<file path="config.mk">
export PLATFORM = sky130hd
export DESIGN_NAME = tt_hsig_pad_arbiter
export DESIGN_NICKNAME = d
export VERILOG_FILES = /design/src/rtl/tt_hsig_pad_arbiter.sv
export SDC_FILE = /design/constraint.sdc
export NUM_CORES = 1
export LEC_CHECK = 0
export CAP_MARGIN = 40
export CORE_MARGIN = 4
export CORE_UTILIZATION = 41
export CTS_CLUSTER_DIAMETER = 60
export DETAILED_ROUTE_END_ITERATION = 8
export GPL_TIMING_DRIVEN = 1
export PLACE_DENSITY = 0.74
export SLEW_MARGIN = 0
export SYNTH_ARGS = -nofsm -noshare
export SYNTH_HDL_FRONTEND = slang
export SYNTH_SLANG_ARGS = --single-unit
</file>
<file path="constraint.sdc">
create_clock -name clk -period 1.5 [get_ports clk]
set_input_delay 0.3 -clock clk [delete_from_list [all_inputs] [get_ports clk]]
set_output_delay 0.3 -clock clk [all_outputs]
set_load 0.02 [all_outputs]
</file>
<file path="src/rtl/tt_hsig_pad_arbiter.sv">
// tt_hsig_pad_arbiter: round-robin owner arbitration for one shared hsig pad cell, with bounded hold and forced OE-low turnaround
// Ports: clk, rst_n (async, active low); req/dir_out/dout [NREQ], pull_cfg [2*NREQ] ({pu,pd} per requester);
//        gnt [NREQ] one-hot grant, busy, din (synchronised pad_y); pad_y in; pad_a/oe/ie/sl/cs/pd/pu out (registered)
module tt_hsig_pad_arbiter #(
    parameter int   NREQ       = 4,
    parameter int   TURN_CYC   = 2,
    parameter int   MAX_HOLD   = 16,
    parameter logic SL_DEFAULT = 1'b0,
    parameter logic CS_DEFAULT = 1'b0
) (
    input  logic              clk,
    input  logic              rst_n,
    input  logic [NREQ-1:0]   req,
    input  logic [NREQ-1:0]   dir_out,
    input  logic [NREQ-1:0]   dout,
    input  logic [2*NREQ-1:0] pull_cfg,
    output logic [NREQ-1:0]   gnt,
    output logic              busy,
    output logic              din,
    input  logic              pad_y,
    output logic              pad_a,
    output logic              pad_oe,
    output logic              pad_ie,
    output logic              pad_sl,
    output logic              pad_cs,
    output logic              pad_pd,
    output logic              pad_pu
);
    localparam int PW   = $clog2(NREQ);
    // hold_cnt saturates at MAX_HOLD-1 so a late-arriving competitor still pre-empts a long owner
    localparam int HSAT = (MAX_HOLD > 0) ? MAX_HOLD - 1 : 0;
    localparam int HW   = (HSAT > 0) ? $clog2(HSAT + 1) : 1;
    localparam int TW   = (TURN_CYC > 1) ? $clog2(TURN_CYC) : 1;

    typedef enum logic [1:0] {IDLE, OWN, TURN} state_t;

    state_t          state_q, state_d;
    logic [PW-1:0]   rr_ptr_q, rr_ptr_d, owner_q, owner_d, win, idx;
    logic [HW-1:0]   hold_cnt_q, hold_cnt_d;
    logic [TW-1:0]   turn_cnt_q, turn_cnt_d;
    logic [NREQ-1:0] gnt_q, gnt_d;
    logic            busy_q, busy_d, a_q, a_d, oe_q, oe_d, pd_q, pd_d, pu_q, pu_d;
    logic            sync_q, din_q, found, release_own;
    logic [1:0]      pull;

    // first requester after rr_ptr, searching upward with wrap
    always_comb begin
        found = 1'b0;
        win   = rr_ptr_q;
        idx   = rr_ptr_q;
        for (int k = 1; k <= NREQ; k++) begin
            idx = PW'((int'(rr_ptr_q) + k) % NREQ);
            if (!found && req[idx]) begin
                found = 1'b1;
                win   = idx;
            end
        end
    end

    assign pull = pull_cfg[{owner_q, 1'b0} +: 2];
    assign release_own = !req[owner_q] ||
                         (MAX_HOLD != 0 && hold_cnt_q == HW'(HSAT) && (req & ~gnt_q) != '0);

    always_comb begin
        state_d    = state_q;
        rr_ptr_d   = rr_ptr_q;
        owner_d    = owner_q;
        hold_cnt_d = hold_cnt_q;
        turn_cnt_d = turn_cnt_q;
        gnt_d      = gnt_q;
        a_d        = 1'b0;
        oe_d       = 1'b0;
        pd_d       = 1'b1;
        pu_d       = 1'b0;
        case (state_q)
            OWN: begin
                if (release_own) begin
                    state_d    = TURN;
                    gnt_d      = '0;
                    turn_cnt_d = '0;
                end else begin
                    a_d        = dout[owner_q];
                    oe_d       = dir_out[owner_q];
                    // both pulls on is illegal: release both instead
                    {pu_d, pd_d} = (pull == 2'b11) ? 2'b00 : pull;
                    hold_cnt_d = (hold_cnt_q == HW'(HSAT)) ? hold_cnt_q : hold_cnt_q + 1'b1;
                end
            end
            default: begin
                if (state_q == TURN && turn_cnt_q != TW'(TURN_CYC - 1)) begin
                    turn_cnt_d = turn_cnt_q + 1'b1;
                end else if (found) begin
                    state_d    = OWN;
                    owner_d    = win;
                    rr_ptr_d   = win;
                    gnt_d      = NREQ'(1) << win;
                    hold_cnt_d = '0;
                end else begin
                    state_d = IDLE;
                end
            end
        endcase
        busy_d = (state_d != IDLE);
    end

    always_ff @(posedge clk or negedge rst_n) begin
        if (!rst_n) begin
            state_q    <= IDLE;
            rr_ptr_q   <= PW'(NREQ - 1);
            owner_q    <= '0;
            hold_cnt_q <= '0;
            turn_cnt_q <= '0;
            gnt_q      <= '0;
            busy_q     <= 1'b0;
            a_q        <= 1'b0;
            oe_q       <= 1'b0;
            pd_q       <= 1'b1;
            pu_q       <= 1'b0;
            sync_q     <= 1'b0;
            din_q      <= 1'b0;
        end else begin
            state_q    <= state_d;
            rr_ptr_q   <= rr_ptr_d;
            owner_q    <= owner_d;
            hold_cnt_q <= hold_cnt_d;
            turn_cnt_q <= turn_cnt_d;
            gnt_q      <= gnt_d;
            busy_q     <= busy_d;
            a_q        <= a_d;
            oe_q       <= oe_d;
            pd_q       <= pd_d;
            pu_q       <= pu_d;
            sync_q     <= pad_y;
            din_q      <= sync_q;
        end
    end

    assign gnt    = gnt_q;
    assign busy   = busy_q;
    assign din    = din_q;
    assign pad_a  = a_q;
    assign pad_oe = oe_q;
    assign pad_ie = 1'b1;
    assign pad_sl = SL_DEFAULT;
    assign pad_cs = CS_DEFAULT;
    assign pad_pd = pd_q;
    assign pad_pu = pu_q;
endmodule

</file>
==> flow_metrics.tcl, run 1 <==
set metrics [dict create \
    synth_area_leaders "dfrtp_1 (40%), mux4_1 (8.8%), dfstp_2 (6.6%)" \
    slew_viol_final 0 \
    regToRegEndpoint "gnt[0]$_DFFE_PN0P_" \
    gp_congestion 0.9582 \
    die_h_um 61.90 \
    num_vias 1077 \
    crit_path_end_kind "register" \
    met3_usage_pct 4.339 \
    grt.met2_usage_pct 28.85 \
    initial_core_util_pct 43.19 \
    cts-root-buf "clkbuf_4" \
    power_frac_seq_pct 28.7 \
    cp-endpoint "gnt[0]$_DFFE_PN0P_" \
    use_met1_pct 20.39 \
    cts_made_buffers 3 \
    cpPeakStageDelay_ps 590 \
    required_ps 1700 \
    syn_area_um2 1191 \
    r2r_slack_ps -90 \
    syn_inst 102 \
    grt_usage_pct 17.04 \
    ir_drop_mv 1.238 \
    yosys.area.top_type "dfrtp_1" \
    fillers 203 \
    synth-seq-cells 22 \
    grt_pass1_wl_um 4850 \
    detail-route-antenna-nets 0 \
    via_per_inst 5.552 \
    insertedDiodeCount 0 \
    grt_max_degree 23 \
    muxShareOfSynthArea_pct 13.55 \
    syn_to_final_growth_pct 58.51 \
    finalWorstSetupSlack_ps -89.37 \
    rows 19 \
    slowest_stage "mux4_2" \
    drv_cap 0 \
    clkTransAtPathRegs_ps 130 \
    ioPinCount 36 \
    p_int_w 0.002183 \
    crit_chain "mux4_2 -> a311oi_4 -> o22ai_1" \
    synth-xor-area-share_pct 0.7353 \
    final.setup_skew_ps 10.13 \
    synth_compound_area_share_pct 16.70 \
    antenna_found_initial 0 \
    fp.dieW_um 61.90 \
    drt-total-wl_um 3166 \
    violations "negative setup slack" \
    wire_per_inst_um 16.32 \
    status "finished, violations left" \
    yosysUniqueCellTypes 41 \
    crit_fanout 4 \
    dieArea_um2 3832 \
    ctsHoldBuffers 0 \
    drc 0 \
    synthAdderAreaFrac_pct 1.050 \
    first_global_vias 1089 \
    p_comb_share_pct 57.7 \
    clkSinkCount 22 \
    port_buffers 32 \
    clockBufferDepth 2 \
    grt-ovfl-total 0 \
    p_leak_nw 0.8881 \
    clk_latency_ps 320 \
    drt-initial-drc-count 16 \
    drive_gt1_share_pct 37.42 \
    synthArstFlopShare_pct 100.0 \
    min_period_ps 1589 \
    power_density_nw_per_um2 1809 \
    swShare_pct 36.09 \
    top_usage_layer "met2" \
    synthFlopType "dfrtp_1" \
    synth_top_family_by_area "compound AO/OA/AOI/OAI gates" \
    period_share_pct 106.0 \
    synth-simple-area-share_pct 15.44 \
    r2r-start "owner_q[0]$_DFFE_PN0P_" \
    htree_levels 1 \
    yosysWarnings 0 \
    hold_class "primary input to async pin" \
    netlist.area_leader.share_pct 39.92 \
    criticalPathCategory "register to register" \
    power_frac_clock_pct 13.6 \
    power.total_w 0.003415 \
    yosysSeqAreaShare_pct 46.53 \
    dr.pass1.iters 4 \
    crit_start "owner_q[0]$_DFFE_PN0P_" \
    setup-violations-final 14 \
    cts_tree "built" \
    rsz0062_at_grt "yes" \
    coreArea_um2 2758 \
    fmax_mhz 629.2 \
    fin_setup_tns_ps -641.1 \
    reg2reg_depth 3 \
    crit_arrival_ps 1790 \
    avgSynthCellArea_um2 11.68 \
    critPathLaunchType "register" \
    hold_viol_final 0 \
    synth_edf_count 0 \
    dp_hpwl_um 2258 \
    power.net_switching_w 0.001232 \
    finish.net_count 188 \
]
==> registers in the layout, summed over array words and instances, names as in the netlist, 2 cells and up <==
register,flops
gnt,4
hold_cnt_q,4
owner_q,2
rr_ptr_q,2
state_q,2
==> cells in the final DEF, fill, tap and decap left out, types with 2 or more instances in the layout <==
cell and n:
o22ai_1 2, nor2_1 3, dfrtp_1 18, conb_1 3, o21ai_2 2, mux4_1 3
o2bb2ai_1 2, dfstp_2 3, nor2b_1 3, nand2b_1 6, dlygate4sd2_1 13, clkbuf_4 3
nor3_2 2, buf_4 26, a21oi_1 3, mux2_2 2, o21ai_0 2, a21o_1 4
nand2_1 2, clkdlybuf4s50_1 18, a41o_1 2, buf_6 2, nand2b_4 2, inv_1 7
mux4_2 2
==> routing by layer <==
metal  part of all wire (%)  vias up
li1                       -      493
met1                     41      542
met2                     53       32
met3                    4.6       10
met4                    2.1        0
met5                      0        -
==> cell families (layout without fill, tap and decap cells) <==
kind of cell | count (synthesis) | after routing
other cells | 2 | 3
buf+inv | 12 | 72
flops | 22 | 22
compound gates | 26 | 26
mux | 8 | 8
simple gates | 30 | 30
xor+xnor | 1 | 1
fa+ha+maj | 1 | 1
==> synthesized netlist by cell type (all sizes together), types with 2 or more instances <==
library cell and n:
nor3 3, nand3 2, o22ai 2, conb 2, mux2 3, o2bb2ai 2
dfstp 3, nor2 3, nand2b 8, buf 4, nor2b 4, o21ai 4
nand2 2, dfrtp 19, inv 8, a21oi 4, a21o 4, mux4 5
a41o 2
==> worst min-delay path by stage <==
stage / startpoint / to / slack, ps / depth (start not counted)
3_5_place_dp: sync_q$_DFF_PN0_ / din$_DFF_PN0_ / 350 / 0
6_report: rst_n / hold_cnt_q[2]$_DFFE_PN0P_ / 300 / 2
4_1_cts: rst_n / hold_cnt_q[2]$_DFFE_PN0P_ / 310 / 2
5_1_grt: rst_n / hold_cnt_q[2]$_DFFE_PN0P_ / 320 / 2
3_3_place_gp: sync_q$_DFF_PN0_ / din$_DFF_PN0_ / 340 / 0
2_1_floorplan: rst_n / busy$_DFF_PN0_ / 4 / 0
==> per-stage QoR <==
stage	util [%]	instance area [µm²]	instances	hold WS (ps)	setup WS, ps
6_report	68.47	1888	194	303.4	-89.37
2_1_floorplan	-	1195	103	4.409	-66.07
5_1_grt	68.47	1888	194	323.0	-165.5
3_5_place_dp	61.66	1700	186	350.5	-491.6
4_1_cts	66.20	1826	192	310.6	-89.65
3_3_place_gp	61.66	1700	186	342.1	-445.6
==> worst max-delay path, delay by kind of cell, from the launching register on <==
kind               cells  cell delay [ps]
muxes                  1              590
AOI/OAI and AO/OA      2              480
DFF                    1              400
==> final cells by class <==
| type | count | area, µm² | share of cell area [%] |
|---|---|---|---|
| clock buffers | 3 | 22.52 | 1.193 |
| clock inverters | 1 | 30.03 | 1.590 |
| inverters | 8 | 30.03 | 1.590 |
| multi-input cells | 69 | 689.4 | 36.51 |
| flip-flops and latches | 22 | 555.5 | 29.42 |
| well taps | 31 | 38.79 | 2.054 |
| repair buffers | 60 | 521.8 | 27.63 |
==> repair_timing <==
| item | CTS | global route |
|---|---|---|
| pin swaps | 5 | 3 |
| buffers inserted | 2 | 2 |
| gates resized for setup | 29 | 13 |
| endpoints found under the setup margin | 25 | 17 |
| hold endpoints to repair | 0 | 0 |
==> power by group through the flow <==
stage	sequential (W)	clock, W	combinational, W
2_1_floorplan	0.00105	0	0.000870
3_3_place_gp	0.000955	0	0.00159
3_5_place_dp	0.000969	0	0.00164
4_1_cts	0.000959	0.000470	0.00181
5_1_grt	0.00100	0.000490	0.00212
6_report	0.000979	0.000465	0.00197
(Power assumes the default switching activity.)
==> run 2, diff against run 1 <==
Settings changed: CAP_MARGIN 40 to unset, CELL_PAD_IN_SITES_DETAIL_PLACEMENT set to 1, CELL_PAD_IN_SITES_GLOBAL_PLACEMENT set to 1, CORE_UTILIZATION 41 to 32, PLACE_DENSITY 0.74 to unset, PLACE_DENSITY_LB_ADDON set to 0.1.
==> run 2 against run 1 <==
  * The flow still finishes with violations (negative setup slack)
  * Largest cell class unchanged
  * Fmax is 0.76% higher
  * Total power is 2.2% lower
  * Clock skew is 6.9 ps lower
  * Clock-buffer cell count is 1 higher
  * Sequential power is 2% lower
  * Sequential share of layout area is 0.56 points lower
  * Critical endpoint is now hold_cnt_q[0]$_DFFE_PN0P_
==> flow_metrics.tcl, run 2 (same netlist as run 1, synthesis figures left out) <==
set metrics [dict create \
    status "finished, violations left" \
    violations "negative setup slack" \
    first_global_vias 1202 \
    port_buffers 32 \
    place_ws_ps -531.3 \
    final.setup_skew_ps 3.265 \
    top_usage_layer "met2" \
    criticalPathCategory "register to register" \
    grt_usage_pct 14.66 \
    critPathLaunchType "register" \
    coreArea_um2 3468 \
    htree_levels 1 \
    antenna_found_initial 0 \
    slew_viol_final 0 \
    power.total_w 0.003338 \
    period_share_pct 105.2 \
    power_density_nw_per_um2 1738 \
    drt-total-wl_um 3289 \
    finish.net_count 189 \
    ioPinCount 36 \
    p_leak_nw 0.8902 \
    mostFrequentLayoutCell "buf_4" \
    dr.pass1.iters 2 \
    rows 21 \
    rsz0062_at_grt "yes" \
    setup-violations-final 8 \
    via_per_inst 4.957 \
    fmax_mhz 633.9 \
    dp_hpwl_um 2573 \
    die_h_um 69.01 \
    hold_viol_final 0 \
    initial_core_util_pct 34.34 \
    drt-initial-drc-count 34 \
    gp_congestion 0.8086 \
    most-common-layout-cells "buf_4 (29), dfrtp_1 (19), clkdlybuf4s50_1 (18), dlygate4sd2_1 (13), inv_1 (8)" \
    clk_latency_ps 270 \
    crit_fanout 5 \
    met3_usage_pct 3.924 \
    drc 0 \
    cts-root-buf "clkbuf_8" \
    drv_cap 0 \
    clkSinkCount 22 \
    grt_max_degree 23 \
    min_period_ps 1577 \
    postPlaceCellArea_um2 1742 \
    insertedDiodeCount 0 \
    detail-route-antenna-nets 0 \
    fin_area_um2 1921 \
    cts_made_buffers 3 \
    ctsHoldBuffers 0 \
    grt_pass1_wl_um 5720 \
    use_met1_pct 16.94 \
    grt-ovfl-total 0 \
    drive_gt1_share_pct 36.59 \
    clkTransAtPathRegs_ps 80 \
    crit_path_end_kind "register" \
    required_ps 1660 \
    hold_class "register to register" \
    clockBufferDepth 2 \
    crit_arrival_ps 1740 \
    num_vias 1041 \
    dieArea_um2 4762 \
    finalWorstSetupSlack_ps -77.45 \
    syn_to_final_growth_pct 61.24 \
    wire_per_inst_um 15.66 \
    cts_tree "built" \
    ir_drop_mv 0.8301 \
    fp.dieW_um 69.01 \
    grt.met2_usage_pct 26.80 \
]
==> run 2: cell type report <==
type / instances / area (µm²)
flip-flops and latches: 22 / 554.3
clock buffers: 4 / 55.05
multi-input cells: 69 / 699.4
fillers: 399 / 1548
inverters: 8 / 30.03
well taps: 46 / 57.56
repair buffers: 61 / 524.3
==> run 2: per-stage QoR <==
stage	hold slack [ps]	utilization, %	TNS [ps]	cells
after CTS	358.1	53.68	-458.1	210
after detailed placement	339.5	50.22	-8241	204
after floorplan	4.409	-	-342.2	103
after global routing	376.2	55.38	-1120	210
after global placement	334.8	50.22	-7798	204
final	354.9	55.38	-335.3	210
==> run 2: critical path, stage by stage, from the launching register on <==
cell     delay (ps)
dfrtp_1         380
mux4_2          590
and3_4          230
mux2_2          270
==> run 2: final timing paths <==
kind | from | endpoint | slack [ps] | cells past startpoint
setup / recovery | owner_q[0]$_DFFE_PN0P_ | hold_cnt_q[0]$_DFFE_PN0P_ | -80 | 3
hold / removal | sync_q$_DFF_PN0_ | din$_DFF_PN0_ | 350 | 0
setup reg to reg | owner_q[0]$_DFFE_PN0P_ | hold_cnt_q[0]$_DFFE_PN0P_ | -80 | 3
hold reg to reg | sync_q$_DFF_PN0_ | din$_DFF_PN0_ | 350 | 0
max in group asynchronous | rst_n | pad_pd$_DFF_PN1_ | 840 | 2
min in group asynchronous | rst_n | busy$_DFF_PN0_ | 380 | 2
==> run 2: power breakdown <==
| part | switching [W] | internal, W |
|---|---|---|
| combinational | 0.000896 | 0.00105 |
| clock | 0.000195 | 0.000235 |
| sequential | 0.000143 | 0.000818 |
==> run 2: routing by layer <==
layer | part of all wire [%] | up-vias | wire length, µm
met1 | 40 | 515 | 1311
li1 | - | 497 | -
met3 | 4.7 | 4 | 154
met4 | 0.73 | 0 | 24
met5 | 0 | - | 0
met2 | 55 | 25 | 1799
==> run 2: what timing repair did <==
action	in CTS	in global routing
setup buffers	2	0
setup endpoints to repair	28	16
resized for setup	27	10
cloned	0	0
pin swaps	9	6
==> run 3, diff against run 2 <==
Settings changed: CTS_CLUSTER_DIAMETER 60 to unset.
==> results of run 3 <==
No change in the layout: final DEF, timing and power equal those of run 2.
